==> config.mk <==
export PLATFORM = sky130hd
export DESIGN_NAME = risc5_intc
export DESIGN_NICKNAME = d
export VERILOG_FILES = /design/src/rtl/risc5_intc.sv
export SDC_FILE = /design/constraint.sdc
export NUM_CORES = 1
export LEC_CHECK = 0
export BUFFER_PORTS_ARGS = -buffer_cell sky130_fd_sc_hd__buf_2
export CAP_MARGIN = 15
export CORE_AREA = 4 4 85 87
export CTS_CLUSTER_SIZE = 14
export DETAILED_ROUTE_END_ITERATION = 6
export DIE_AREA = 0 0 89 91
export PLACE_DENSITY = 0.74
export SLEW_MARGIN = 5
export SYNTH_ARGS = -nofsm -noshare
export SYNTH_HDL_FRONTEND = slang
export SYNTH_SLANG_ARGS = --single-unit
==> constraint.sdc <==
create_clock -name clk -period 2.2 [get_ports clk]
set_clock_uncertainty 0.05 [all_clocks]
set_input_delay 0.11 -clock clk [delete_from_list [all_inputs] [get_ports clk]]
set_output_delay 0.11 -clock clk [all_outputs]
set_load 0.005 [all_outputs]
==> src/rtl/risc5_intc.sv <==
// Vectored, nesting interrupt controller for the RISC5 core: NCH prioritised channels, IO register window.
// Optional level-sensitive channels are enabled by defining INTC_LEVEL_EN.
module risc5_intc #(
  parameter int          NCH     = 8,
  parameter logic [21:0] VBASE   = 22'h000001,
  parameter int          VSTRIDE = 2
) (
  input  logic           clk,
  input  logic           rst,
  input  logic [NCH-1:0] irq,
  input  logic           intAck,
  input  logic           intRet,
  output logic           intReq,
  output logic [21:0]    intVec,
  input  logic           iowr,
  input  logic           iord,
  input  logic [2:0]     ioadr,
  input  logic [31:0]    wdata,
  output logic [31:0]    rdata
);

  localparam logic [2:0] ADR_ENABLE = 3'd0;
  localparam logic [2:0] ADR_PEND   = 3'd1;
  localparam logic [2:0] ADR_INSVC  = 3'd2;
  localparam logic [2:0] ADR_CTRL   = 3'd3;
  localparam logic [2:0] ADR_LEVEL  = 3'd4;

  logic [NCH-1:0] s1, s2, s3;
  logic [NCH-1:0] enable, pend, insvc;
  logic           gie;
  logic [3:0]     c_reg;

  logic [NCH-1:0] edge_ev, pe, pe_low, ins_low;
  logic [NCH-1:0] w1c, ack_mask, ret_mask, level_mask;
  logic [NCH-1:0] pend_nxt, insvc_nxt;
  logic [3:0]     cand_idx;
  logic           cand_found, preempt_ok, cand_valid, ack_fire;
  logic [21:0]    cand_vec;

  // iord carries no side effect: rdata is always live from ioadr.
  logic unused_bits;
  assign unused_bits = ^{iord, wdata};

  assign edge_ev = s2 & ~s3;

  // Lowest set bit as a one-hot; a smaller one-hot value means higher priority.
  assign pe         = pend & enable;
  assign pe_low     = pe & (~pe + NCH'(1));
  assign ins_low    = insvc & (~insvc + NCH'(1));
  assign cand_found = |pe;
  assign preempt_ok = (insvc == '0) || (pe_low < ins_low);
  assign cand_valid = cand_found && gie && preempt_ok;

  always_comb begin
    cand_idx = 4'd0;
    for (int i = NCH - 1; i >= 0; i--) begin
      if (pe[i]) cand_idx = 4'(i);
    end
  end

  assign cand_vec = VBASE + 22'(VSTRIDE) * {18'd0, cand_idx};

  assign ack_fire = intAck & intReq;
  assign ack_mask = ack_fire ? (NCH'(1) << c_reg) : '0;
  assign ret_mask = intRet ? ins_low : '0;
  assign w1c      = (iowr && ioadr == ADR_PEND) ? wdata[NCH-1:0] : '0;

`ifdef INTC_LEVEL_EN
  logic [NCH-1:0] level;

  always_ff @(posedge clk) begin
    if (rst) begin
      level <= '0;
    end else if (iowr && ioadr == ADR_LEVEL) begin
      level <= wdata[NCH-1:0];
    end
  end

  assign level_mask = level;
`else
  assign level_mask = '0;
`endif

  // Edge events beat clears; level channels simply follow the synchronised line.
  assign pend_nxt  = (((pend & ~w1c & ~ack_mask) | edge_ev) & ~level_mask) | (s2 & level_mask);
  // Return clears first, then the acknowledge sets.
  assign insvc_nxt = (insvc & ~ret_mask) | ack_mask;

  always_ff @(posedge clk) begin
    if (rst) begin
      s1     <= '0;
      s2     <= '0;
      s3     <= '0;
      enable <= '0;
      pend   <= '0;
      insvc  <= '0;
      gie    <= 1'b0;
      c_reg  <= 4'd0;
      intReq <= 1'b0;
      intVec <= 22'd0;
    end else begin
      s1    <= irq;
      s2    <= s1;
      s3    <= s2;
      pend  <= pend_nxt;
      insvc <= insvc_nxt;
      if (iowr && ioadr == ADR_ENABLE) enable <= wdata[NCH-1:0];
      if (iowr && ioadr == ADR_CTRL)   gie    <= wdata[0];
      // Suppress the request for one cycle after an acknowledge to avoid a double take.
      intReq <= cand_valid & ~ack_fire;
      if (cand_valid) begin
        intVec <= cand_vec;
        c_reg  <= cand_idx;
      end
    end
  end

  always_comb begin
    rdata = 32'd0;
    case (ioadr)
      ADR_ENABLE: rdata = {{(32-NCH){1'b0}}, enable};
      ADR_PEND:   rdata = {{(32-NCH){1'b0}}, pend};
      ADR_INSVC:  rdata = {{(32-NCH){1'b0}}, insvc};
      ADR_CTRL:   rdata = {24'd0, cand_idx, 3'd0, gie};
`ifdef INTC_LEVEL_EN
      ADR_LEVEL:  rdata = {{(32-NCH){1'b0}}, level};
`endif
      default:    rdata = 32'd0;
    endcase
  end

endmodule

## Yosys cells after proc, flatten, opt, wreduce, memory -nomap -nowiden

Cells that the tools add are included.

- Memories: 0
- Output and inout bits: 55
- Word-level logic and storage cells: 57
- Bits in registers: 76
- Memory bits (read-only): 0
- Latch bits: 0
- Memory bits (writable): 0
- Input port bits: 49

- $lt $le $gt $ge: 1
- Shift-type cells: 1
- Bitwise logic cells: 18
- Div/mod/pow operators: 0
- Equal/unequal tests: 3
- Reduce and logical (&&, ||, !) cells: 9
- Multiplexer cells: 12
- Multiply operators: 0
- Add/sub/neg operators: 3

Operators by type and width:

| cell | number |
|---|---|
| AND 8 bit | 7 |
| NOT 8 bit | 6 |
| case mux 8 bit (4 select lines) | 1 |
| 2-to-1 mux 8 bit | 3 |
| adder 8 x 1 -> 8 bit (second input constant) | 2 |
| bitwise OR 8 bit | 2 |
| 2-to-1 mux 3 bit | 5 |
| 2-to-1 mux 4 bit | 3 |
| zero test 8 bit | 1 |
| < comparator 8 bit | 1 |
| OR reduction 8 bit | 1 |
| << shifter 1 x 4 -> 8 bit (first input constant) | 1 |
| adder 1 x 5 -> 6 bit (first input constant) | 1 |
| equality test 3 x 2 -> 1 bit (second input constant) | 2 |
| logical AND 1 bit | 5 |
| equality test 3 x 1 -> 1 bit (second input constant) | 1 |
| zero test 3 bit | 1 |
| AND 1 bit | 2 |
| logical OR 1 bit | 1 |
| NOT 1 bit | 1 |

## Longest topological paths before layout

Gate-level depths: netlist (run 1).

- Word-level depth: 10
- Depth in mapped cells: 10
- Depth with buffers taken out: 10

## Least setup slack after synthesis (run 1)

No wires, ideal clock.

- Path kind: register to register
- Start point: reg insvc[4]
- End point: reg intReq
- Cell stages (with the launch flop): 11
- Required time: 2034 ps
- Path slack: 161 ps
- Arrival: 1874 ps
- Path buffers: 0
- Setup time: 116 ps
- Cell sequence: dfxtp_1 > nor4_4 > nand2_2 > nor2_1 > nand2_1 > ha_1 > inv_1 > o21ai_0 > o32ai_2 > o311a_2 > and3b_1

- Longest elaborated chain between the ends: 7
- Elaborated cells between the ends (all ways): 8
- Classes of those cells: add/sub (1); order compare (1); bitwise (3); reduce/logical (3)

Ends and longest elaborated chain:

| element | line | text |
|---|---|---|
| start: declaration | 29 | `logic [NCH-1:0] enable, pend, insvc;` |
| start signal: assignment | 106 | `insvc <= insvc_nxt;` |
| NOT 8 bit | 49 | `assign ins_low = insvc & (~insvc + NCH'(1));` |
| adder 8 x 1 -> 8 bit | 49 |  |
| AND 8 bit | 49 |  |
| < comparator 8 bit | 51 | `assign preempt_ok = (insvc == '0) \|\| (pe_low < ins_low);` |
| logical OR 1 bit * | 51 |  |
| logical AND 1 bit * | 52 | `assign cand_valid = cand_found && gie && preempt_ok;` |
| AND 1 bit * | 110 | `intReq <= cand_valid & ~ack_fire;` |
| end signal: assignment | 110 |  |
| end: declaration | 13 | `output logic intReq,` |

Mark *: on every way between the ends. The rest lies on a longest branch, timed or not.
A chain may end at the register's enable or synchronous reset.

## Final worst setup path (run 1)

- Start point: reg pend[1]
- End point: reg intReq

- Longest elaborated chain between the ends: 8
- Elaborated cells between the ends (all ways): 10
- Classes of those cells: add/sub (1); order compare (1); bitwise (4); reduce/logical (4)

Ends and longest elaborated chain:

| element | line | text |
|---|---|---|
| start: declaration | 29 |  |
| start signal: assignment | 105 | `pend <= pend_nxt;` |
| AND 8 bit * | 47 | `assign pe = pend & enable;` |
| NOT 8 bit | 48 | `assign pe_low = pe & (~pe + NCH'(1));` |
| adder 8 x 1 -> 8 bit | 48 |  |
| AND 8 bit | 48 |  |
| < comparator 8 bit | 51 |  |
| logical OR 1 bit | 51 |  |
| logical AND 1 bit * | 52 |  |
| AND 1 bit * | 110 |  |

Marks and branches as above.

==> impl_summary.txt, run 1 <==
----------------------------------------------------
[Logic synthesis]
  Top-area cell type share of the netlist area ... 0.388
  Synth area leaders ... sky130_fd_sc_hd__dfxtp_1 39%, sky130_fd_sc_hd__buf_4 11%, sky130_fd_sc_hd__nor2b_1 6.7%
  Most common flop cell mapped by yosys ... sky130_fd_sc_hd__dfxtp_1
  Sequential fraction of the synthesis area ... 0.388
  Share of async-settable or async-resettable flops after synthesis ... 0
  Cell area after synthesis ... approximately 0.0028 mm2
  Gate count of the mapped netlist ... roughly 330
  Number of enable-type register cells in the synthesized netlist ... 0
  Distinct cells, synth ... 41
  Cell type with the highest aggregate area in the netlist ... sky130_fd_sc_hd__dfxtp_1
  Post-synthesis area per instance ... 8.47 um2
  Synth Register Bits ... 54
  Synthesis Warnings ... 0

[Setup path]
  Worst setup path category ... register to register
  Worst reg2reg setup slack ... between 0.09 and 0.1 ns
  Reg2reg start ... pend[1]$_SDFF_PP0_
  Critical path data required time ... ~2.4 ns
  Number of cell instances on the worst register-to-register path ... 9
  Startpoint types ... register
  Maximum fanout count along the critical path ... 5
  Data arrival at the endpoint of the critical path ... 2.27 ns
  Reg-to-reg critical path endpoint ... intReq$_SDFF_PP0_
  Sort of element at the end of the critical path ... register

[Floorplanning]
  Die ar. ... between 0.008 and 0.009 mm2
  Core Rows ... 29
  Starting utilization of the core area ... 0.439
  Overall die width ... just under 90 um
  Placeable Area ... ~0.0063 mm2
  Vertical extent of the die ... 91 um
  I/O pin count ... between 100 and 150

[Place]
  Number of buffers inserted by port buffering ... 36
  RD Place Congestion ... 0.850
  Half-perimeter wire length of the detailed placement result ... roughly 4700 um

[Timing]
  Max Clock Freq ... 475 MHz
  Final Hold Violating Endpoints ... 0
  Final worst path period share ... 0.957
  Minimum clock period ... roughly 2.1 ns
  Max-Slew Margin vs Limit ... 0.569
  Endpoints failing setup ... 0
  Measured slew at the worst slew-check pin ... between 0.6 and 0.7 ns
  Setup repair after global routing missed its margin ... yes
  Max-slew violation count ... 0

[Routing]
  Residual antenna-violating net count after detailed routing ... 0
  First-pass iteration count of the detailed router ... 4
  First-iteration detailed-routing DRC count ... 185
  Routed vias/inst ... 4.89
  DRC errors left ... 0
  Wire length after detailed routing ... roughly 6400 um
  Via count ... around 2300
  Average routed wire per standard cell ... between 10 and 15 um

[Power]
  Leakage ... 1.44 nW
  Power density over the cells ... ~540 mW/mm2
  Worst supply voltage drop on vdd ... approximately 0.44 mV
  Final Total Pwr ... 1.84 mW

[GRT]
  All-Layer GR Usage ... 0.161
  Met3 capacity usage during global routing ... 0.0371
  Vias in the first global route ... 2212
  Met2 GRT Util ... 0.272
  Remaining global-route overflow ... 0
  Global-route wire length before repair ... around 10000 um
  Maximum number of pins on one net before global-route repair ... 40
  Most Used Layer, Global Route ... met2
  Routing usage on met1 ... 0.196
  Antenna violations before repair ... 0

[Cells and area]
  Number of antenna cells inserted ... 0
  Area overhead of the layout relative to synthesis ... 22.6%
  Final core area utilization ... 0.538
  Fill cells ... between 500 and 600
  Most frequent standard cell in the layout excluding fill and tap cells ... sky130_fd_sc_hd__dfxtp_1
  Net total in the final layout ... 454
  Top library cells by usage in the layout, fill and taps aside ... 48 x sky130_fd_sc_hd__dfxtp_1, 44 x sky130_fd_sc_hd__nand2_1, 42 x sky130_fd_sc_hd__conb_1, 36 x sky130_fd_sc_hd__buf_2, 30 x sky130_fd_sc_hd__nor2b_1
  Fraction of layout instances using a drive strength above 1 ... 0.253

[Hold path]
  Hold path start ... wdata[5]
  Hold Path Cell Cnt ... 3
  Worst hold-check path type ... input port to register
  Hold-critical path endpoint ... enable[5]$_SDFFE_PP0P_

[Flow run]
  Maximum Capacitance Violations ... 0

[Outcome]
  Result of the run ... complete, no violations

[Clock network]
  Library cell used as clock root buffer ... sky130_fd_sc_hd__clkbuf_8
  TritonCTS clock tree ... done
  Clock transition at path regs ... around 0.10 ns
  Worst-Skew Late Latency ... between 0.3 and 0.4 ns
  Clk sinks ... 54
  Clock Tree Buf Depth ... 2
  Number of buffers inserted during clock tree synthesis ... 5
  Number of levels the H-tree was split into ... 2

----------------------------------------------------
## timing repair
action | in CTS | in global routing
pin swaps | 2 | 8
hold buffers | 13 | 1
setup buffers | 0 | 6
resized for setup | 5 | 25
endpoints found under the hold margin | 13 | 1
setup endpoints to repair | 3 | 7
## critical path, cell delays in order, from the launching register on
cell,delay [ns]
sky130_fd_sc_hd__dfxtp_1,0.37
sky130_fd_sc_hd__nand2_2,0.10
sky130_fd_sc_hd__nand2_1,0.16
sky130_fd_sc_hd__nor3b_4,0.06
sky130_fd_sc_hd__ha_1,0.29
sky130_fd_sc_hd__o211ai_1,0.09
sky130_fd_sc_hd__a31oi_1,0.20
sky130_fd_sc_hd__a211oi_2,0.08
sky130_fd_sc_hd__o311a_4,0.41
sky130_fd_sc_hd__and3b_1,0.19
## where the power goes
| part | switching [mW] | internal, mW |
|---|---|---|
| clock network | 0.314 | 0.340 |
| logic | 0.0918 | 0.0775 |
| registers | 0.0162 | 1.00 |
## cell type report
| class | instances | area (um2) | area share |
|---|---|---|---|
| clock buffers | 6 | 72.6 | 0.0212 |
| clock inverters | 2 | 37.5 | 0.0110 |
| inverters | 12 | 45.0 | 0.0132 |
| multi-input cells | 251 | 1580 | 0.461 |
| flip-flops and latches | 54 | 1090 | 0.319 |
| well taps | 77 | 96.3 | 0.0282 |
| repair buffers | 74 | 500 | 0.146 |
## synthesized netlist by cell type, drive strengths merged (2+ instances only)
cell type / instances
mux4: 3
nor2b: 30
nand4: 3
o211ai: 2
nand2b: 7
a211oi: 2
or3: 2
nor3b: 2
nand2: 48
a31oi: 3
a22o: 2
o21ai: 5
nor4: 2
nor2: 27
a32oi: 10
dfxtp: 54
nor3: 5
a21oi: 22
nand3b: 6
inv: 12
mux2i: 8
nand3: 4
clkbuf: 9
ha: 7
buf: 44
## how the worst max path moves through the flow
| stage | cells past startpoint | to | start |
|---|---|---|---|
| floorplan | 10 | intReq$_SDFF_PP0_ | insvc[4]$_SDFF_PP0_ |
| global placement | 9 | intVec[3]$_SDFFE_PP0P_ | pend[1]$_SDFF_PP0_ |
| detailed placement | 10 | c_reg[1]$_SDFFE_PP0P_ | pend[1]$_SDFF_PP0_ |
| CTS | 10 | c_reg[1]$_SDFFE_PP0P_ | pend[2]$_SDFF_PP0_ |
| global route | 10 | c_reg[1]$_SDFFE_PP0P_ | enable[3]$_SDFFE_PP0P_ |
| finish | 9 | intReq$_SDFF_PP0_ | pend[1]$_SDFF_PP0_ |
## through the flow
step	std cells	setup slack [ns]	cell area [um2]	TNS, ns	hold slack [ns]
2_1_floorplan	370	0.161	2940	0	0.188
3_3_place_gp	448	0.0454	2990	0	0.267
3_5_place_dp	448	-0.0233	2990	-0.0492	0.273
4_1_cts	469	0.00315	3260	0	0.000415
5_1_grt	476	-0.0256	3420	-0.0610	0.0214
6_report	476	0.0941	3420	0	0.00730
## routing by layer
layer | wire length [um] | up-vias
li1 | - | 1171
met1 | 2750 | 1060
met2 | 3120 | 88
met3 | 381 | 9
met4 | 128 | 0
met5 | 0 | -
## cell families after synthesis
logic type      synth area share
flops                      0.388
compound gates             0.126
simple gates               0.256
fa+ha+maj                 0.0314
buf+inv                    0.145
other cells              0.00135
mux                       0.0530
Note: power is estimated with default switching activity, not from simulation.
==> run 2, diff against run 1 <==
==> constraint.sdc (replaced) <==
create_clock -name clk -period 2.2 [get_ports clk]
set_clock_uncertainty 0.05 [all_clocks]
set_input_delay 0.11 -clock clk [delete_from_list [all_inputs] [get_ports clk]]
set_output_delay 0.11 -clock clk [all_outputs]
set_load 0.01 [all_outputs]
==> run 2 against run 1 <==
Routed wire length barely moved. Clock power hardly changed. Flip-flop and latch count is the same. Final area increased by 0.26%. Register-to-register slack is essentially flat. Maximum frequency about the same. Clock-buffer cell count is the same. Setup slack hardly changed. Sequential share of layout area is essentially flat. Die area stayed put.
==> impl_summary.txt, run 2 (synthesis gave the netlist of run 1 again) <==
----------------------------------------------------
[Power]
  Switching portion of total power ... 0.236
  Relative contribution of combinational cells to total power ... 0.100
  NetSw ... between 400 and 500 uW
  Power density over the cells ... approximately 540 mW/mm2
  Clock share of power ... 0.351
  Seq pwr share ... 0.549
  Worst supply voltage drop on vdd ... between 0.4 and 0.5 mV
  Total internal power ... between 1 and 1.5 mW
  Leakage ... between 1 and 1.5 nW

[GRT]
  All-Layer GR Usage ... 0.161
  Global-route wire length before repair ... 10400 um
  Maximum number of pins on one net before global-route repair ... 40
  Antenna violations before repair ... 0
  Remaining global-route overflow ... 0
  Vias in the first global route ... 2212

[Routing]
  Wire length after detailed routing ... 6390 um
  Top sig layer ... met4
  Routed vias/inst ... roughly 4.8
  Met3 Wirelength ... 400 um
  Average routed wire per standard cell ... 13.4 um
  DRC errors left ... 0
  Via count ... between 2000 and 2500
  Sum of met2 wire segment lengths after detailed routing ... approximately 3100 um
  First-pass iteration count of the detailed router ... 4
  First-iteration detailed-routing DRC count ... 207
  Met1 routed wirelength after detailed routing ... around 2700 um
  Residual antenna-violating net count after detailed routing ... 0

[Clock network]
  Clock Tree Buf Depth ... 2
  Clock transition at path regs ... 0.10 ns
  Worst-Skew Late Latency ... around 0.31 ns
  Number of buffers inserted during clock tree synthesis ... 5
  TritonCTS clock tree ... done
  Clk sinks ... 54
  Number of levels the H-tree was split into ... 2
  Library cell used as clock root buffer ... sky130_fd_sc_hd__clkbuf_8

[Timing]
  Max-Slew Margin vs Limit ... 0.566
  Endpoints failing setup ... 0
  Max Clock Freq ... ~470 MHz
  Final worst path period share ... 0.957
  Minimum clock period ... between 2 and 2.5 ns
  Final Hold Violating Endpoints ... 0
  Hold slack ... approximately 0.0077 ns
  Measured slew at the worst slew-check pin ... between 0.6 and 0.7 ns
  Setup repair after global routing missed its margin ... yes
  Max-slew violation count ... 0

[Setup path]
  Worst setup path category ... register to register
  Data arrival at the endpoint of the critical path ... between 2 and 2.5 ns
  Maximum fanout count along the critical path ... 5
  Critical path data required time ... approximately 2.4 ns
  Biggest cell delay along the critical path ... about 0.34 ns
  Startpoint types ... register
  Critical path, cell by cell ... nand2_2 -> nand4_1 -> nand2b_4 -> nor2_4 -> ha_4 -> a21oi_2 -> o21ai_2 -> o32ai_2 -> o311a_4 -> mux2i_1
  Critical Path Slowest Stage Cell ... sky130_fd_sc_hd__dfxtp_1
  Sort of element at the end of the critical path ... register

[Outcome]
  Result of the run ... complete, no violations

[Cells and area]
  Net total in the final layout ... 454
  Number of antenna cells inserted ... 0
  Most frequent standard cell in the layout excluding fill and tap cells ... sky130_fd_sc_hd__dfxtp_1
  Area overhead of the layout relative to synthesis ... 22.9%
  Top library cells by usage in the layout, fill and taps aside ... 47 x sky130_fd_sc_hd__dfxtp_1, 43 x sky130_fd_sc_hd__nand2_1, 42 x sky130_fd_sc_hd__conb_1, 36 x sky130_fd_sc_hd__buf_2, 30 x sky130_fd_sc_hd__nor2b_1
  Final core area utilization ... 0.540
  Fraction of layout instances using a drive strength above 1 ... 0.258

[Floorplanning]
  Vertical extent of the die ... 91 um
  Placeable Area ... 0.00635 mm2
  Die ar. ... around 0.008 mm2
  I/O pin count ... about 100
  Core Rows ... 29
  Starting utilization of the core area ... 0.439
  Overall die width ... around 89 um

[Flow run]
  Maximum Capacitance Violations ... 0

[Place]
  Half-perimeter wire length of the detailed placement result ... around 4700 um
  Number of buffers inserted by port buffering ... 36
  RD Place Congestion ... roughly 0.85

[Hold path]
  Worst hold-check path type ... input port to register

----------------------------------------------------
-- run 2: worst max-delay path: cells and delay by family, from the launching register on --
kind	cells	cell delay, ns
and+or+nand+nor	4	0.65
muxes	1	0.19
DFF	1	0.34
adders and majority gates	1	0.22
AOI/OAI and AO/OA	4	0.60
-- run 2: final cells by class --
type | instances | area, um2
multi-input cells | 251 | 1580
inverters | 12 | 45.0
clock inverters | 2 | 37.5
repair buffers | 74 | 500
fillers | 557 | 2920
flip-flops and latches | 54 | 1090
clock buffers | 6 | 72.6
well taps | 77 | 96.3
-- run 2: power by group through the flow --
stage          clock, mW  combinational (mW)  sequential (mW)
4_1_cts            0.667               0.179             1.02
3_5_place_dp           0               0.162             1.04
2_1_floorplan          0               0.163             1.04
6_report           0.654               0.186             1.02
3_3_place_gp           0               0.158             1.04
5_1_grt            0.716               0.210             1.03
-- run 2: what timing repair did --
item / CTS / global route
resized for setup: 5 / 28
hold buffers: 13 / 1
pin swaps: 2 / 11
setup endpoints to repair: 3 / 7
hold endpoints to repair: 13 / 1
setup buffers: 0 / 6
-- run 2: through the flow --
stage | area, um2 | power, mW | cells | setup TNS [ns] | worst slack (ns)
CTS | 3260 | 1.87 | 469 | 0 | 0.00315
finish | 3430 | 1.86 | 476 | 0 | 0.0942
floorplan | 2940 | 1.20 | 370 | 0 | 0.161
global placement | 2990 | 1.20 | 448 | 0 | 0.0454
detailed placement | 2990 | 1.20 | 448 | -0.0492 | -0.0233
global route | 3430 | 1.95 | 476 | -0.0636 | -0.0315
-- run 2: routing by layer --
layer / GRT usage / vias up
li1: - / 1167
met1: 0.196 / 1047
met2: 0.272 / 80
met3: 0.0371 / 9
met4: 0.0645 / 0
met5: 0 / -
-- run 2: path summary, 6_finish.rpt --
check	startpoint	end	slack (ns)	cells past startpoint
max	pend[1]$_SDFF_PP0_	c_reg[1]$_SDFFE_PP0P_	0.09	10
min	wdata[5]	enable[5]$_SDFFE_PP0P_	0.008	3
max reg2reg	pend[1]$_SDFF_PP0_	c_reg[1]$_SDFFE_PP0P_	0.09	10
min reg2reg	s1[5]$_SDFF_PP0_	s2[5]$_SDFF_PP0_	0.39	1
==> run 3, diff against run 2 <==
--- a/config.mk
+++ b/config.mk
@@ -8,9 +8,10 @@
 export BUFFER_PORTS_ARGS = -buffer_cell sky130_fd_sc_hd__buf_2
 export CAP_MARGIN = 15
-export CORE_AREA = 4 4 85 87
+export CORE_AREA = 4 4 97 76
 export CTS_CLUSTER_SIZE = 14
 export DETAILED_ROUTE_END_ITERATION = 6
-export DIE_AREA = 0 0 89 91
-export PLACE_DENSITY = 0.74
+export DIE_AREA = 0 0 101 80
+export PLACE_DENSITY = 0.75
+export RECOVER_POWER = 50
 export SLEW_MARGIN = 5
 export SYNTH_ARGS = -nofsm -noshare
==> constraint.sdc (replaced) <==
create_clock -name clk -period 2.2 [get_ports clk]
set_clock_uncertainty 0.05 [all_clocks]
set_input_delay 0.22 -clock clk [delete_from_list [all_inputs] [get_ports clk]]
set_output_delay 0.22 -clock clk [all_outputs]
set_load 0.01 [all_outputs]
==> run 3 against run 2 <==
The run now ends with setup timing left. Clock power up 4.6%. Clock-buffer cell count down 1. Global-route usage down 0.32 points.
==> impl_summary.txt, run 3 (synthesis gave the netlist of run 1 again) <==
----------------------------------------------------
[Power]
  Leakage ... ~1.4 nW
  Final Total Pwr ... between 1.5 and 2 mW
  Total internal power ... approximately 1.4 mW
  Relative contribution of combinational cells to total power ... 0.092
  Clock share of power ... 0.364
  Switching portion of total power ... 0.246
  NetSw ... between 400 and 500 uW
  Power density over the cells ... ~560 mW/mm2
  Worst supply voltage drop on vdd ... 0.376 mV
  Seq pwr share ... 0.544

[Cells and area]
  Number of antenna cells inserted ... 0
  Final Non-Filler Cells ... 470
  Fill cells ... between 500 and 600
  Final core area utilization ... 0.535
  Final std cell area, no fill ... around 0.0034 mm2
  Area overhead of the layout relative to synthesis ... 20.6%
  Fraction of layout instances using a drive strength above 1 ... 0.288
  Top library cells by usage in the layout, fill and taps aside ... 43 x sky130_fd_sc_hd__nand2_1, 42 x sky130_fd_sc_hd__conb_1, 39 x sky130_fd_sc_hd__dfxtp_1, 31 x sky130_fd_sc_hd__buf_2, 29 x sky130_fd_sc_hd__nor2b_1
  Net total in the final layout ... about 440
  Most frequent standard cell in the layout excluding fill and tap cells ... sky130_fd_sc_hd__nand2_1

[Place]
  RD Place Congestion ... 0.916
  Placed Area ... a little over 0.003 mm2
  Half-perimeter wire length of the detailed placement result ... about 5000 um
  Worst slack, placed ... -0.0382 ns
  Number of buffers inserted by port buffering ... 36
  Total instance count after detailed placement ... 458

[Routing]
  First-iteration detailed-routing DRC count ... ~120
  Residual antenna-violating net count after detailed routing ... 0
  Wire length after detailed routing ... ~6600 um
  Via count ... 2280
  First-pass iteration count of the detailed router ... 4
  DRC errors left ... 0
  Routed vias/inst ... around 4.9
  Average routed wire per standard cell ... roughly 14 um

[Timing]
  Minimum clock period ... between 2 and 2.5 ns
  Max-slew violation count ... 0
  Endpoints failing setup ... 1
  Measured slew at the worst slew-check pin ... approximately 1.4 ns
  Final Hold Violating Endpoints ... 0
  Final worst path period share ... 1.00
  Setup repair after global routing missed its margin ... yes
  Max Clock Freq ... about 450 MHz
  Max-Slew Margin vs Limit ... 0.0426
  Hold slack ... 0.0568 ns
  Post-layout worst setup margin ... -0.000592 ns
  Total Negative Setup Slacks ... -0.000592 ns

[Setup path]
  Maximum fanout count along the critical path ... 3
  Critical path data required time ... 1.93 ns
  Sort of element at the end of the critical path ... primary output
  Data arrival at the endpoint of the critical path ... around 1.9 ns
  Startpoint types ... register
  Worst setup path category ... register to primary output

[Clock network]
  Clock Tree Buf Depth ... 2
  Number of buffers inserted during clock tree synthesis ... 5
  Clock transition at path regs ... roughly 0.090 ns
  Number of levels the H-tree was split into ... 2
  Number of buffers inserted for hold repair after clock tree synthesis ... 0
  Library cell used as clock root buffer ... sky130_fd_sc_hd__clkbuf_8
  TritonCTS clock tree ... done
  Clk sinks ... 54
  Worst-Skew Late Latency ... 0.31 ns

[GRT]
  Maximum number of pins on one net before global-route repair ... 37
  Remaining global-route overflow ... 0
  All-Layer GR Usage ... 0.158
  Vias in the first global route ... 2065
  Antenna violations before repair ... 0
  Global-route wire length before repair ... 10000 um

[Outcome]
  Result of the run ... complete, but fails checks
  Violated checks ... setup timing

[Floorplanning]
  Overall die width ... 101 um
  Starting utilization of the core area ... 0.443
  Vertical extent of the die ... approximately 80 um
  Placeable Area ... roughly 0.0063 mm2
  I/O pin count ... around 100
  Die ar. ... between 0.008 and 0.009 mm2
  Core Rows ... 25

[Flow run]
  Maximum Capacitance Violations ... 0

[Hold path]
  Worst hold-check path type ... input port to register

----------------------------------------------------
==> run 3: power by group through the flow <==
stage	Clock (mW)	Combinational, mW	Sequential, mW
after CTS	0.704	0.168	1.02
after detailed placement	0	0.167	1.04
after floorplan	0	0.163	1.04
after global placement	0	0.164	1.04
final	0.684	0.173	1.02
after global routing	0.746	0.194	1.03
==> run 3: what timing repair did <==
| action | CTS | global route |
|---|---|---|
| resized for setup | 6 | 41 |
| pin swaps | 4 | 11 |
| setup endpoints to repair | 6 | 7 |
| setup buffers | 0 | 5 |
==> run 3: worst paths after layout <==
path,slack (ns),from,to,depth (start not counted)
max reg2reg,0.06,enable[4]$_SDFFE_PP0P_,c_reg[0]$_SDFFE_PP0P_,10
max,-0.0006,enable[7]$_SDFFE_PP0P_,rdata[5],6
min reg2reg,0.39,s1[3]$_SDFF_PP0_,s2[3]$_SDFF_PP0_,1
min,0.06,irq[6],s1[6]$_SDFF_PP0_,2
==> run 3: cell type report <==
cell class,instances,area [um2],area share
Tap cell,81,101,0.0302
Inverter,12,45.0,0.0134
Sequential cell,54,1100,0.329
Timing Repair Buffer,64,384,0.114
Multi-Input combinational cell,251,1610,0.478
Clock inverter,3,48.8,0.0145
Clock buffer,5,68.8,0.0205
==> run 3: layer usage <==
metal,up-vias,GRT usage,share of wire
li1,1151,-,-
met1,1050,0.223,0.47
met2,71,0.233,0.44
met3,8,0.0480,0.072
met4,0,0.0425,0.013
met5,-,0,0
==> run 3: critical path, stage by stage, from the launching register on <==
cell                      delay (ns)
sky130_fd_sc_hd__dfxtp_4        0.37
sky130_fd_sc_hd__a22o_4         0.27
sky130_fd_sc_hd__nand2_1        0.08
sky130_fd_sc_hd__a31oi_2        0.12
sky130_fd_sc_hd__mux4_2         0.49
sky130_fd_sc_hd__nor2b_1        0.15
sky130_fd_sc_hd__buf_2          0.14
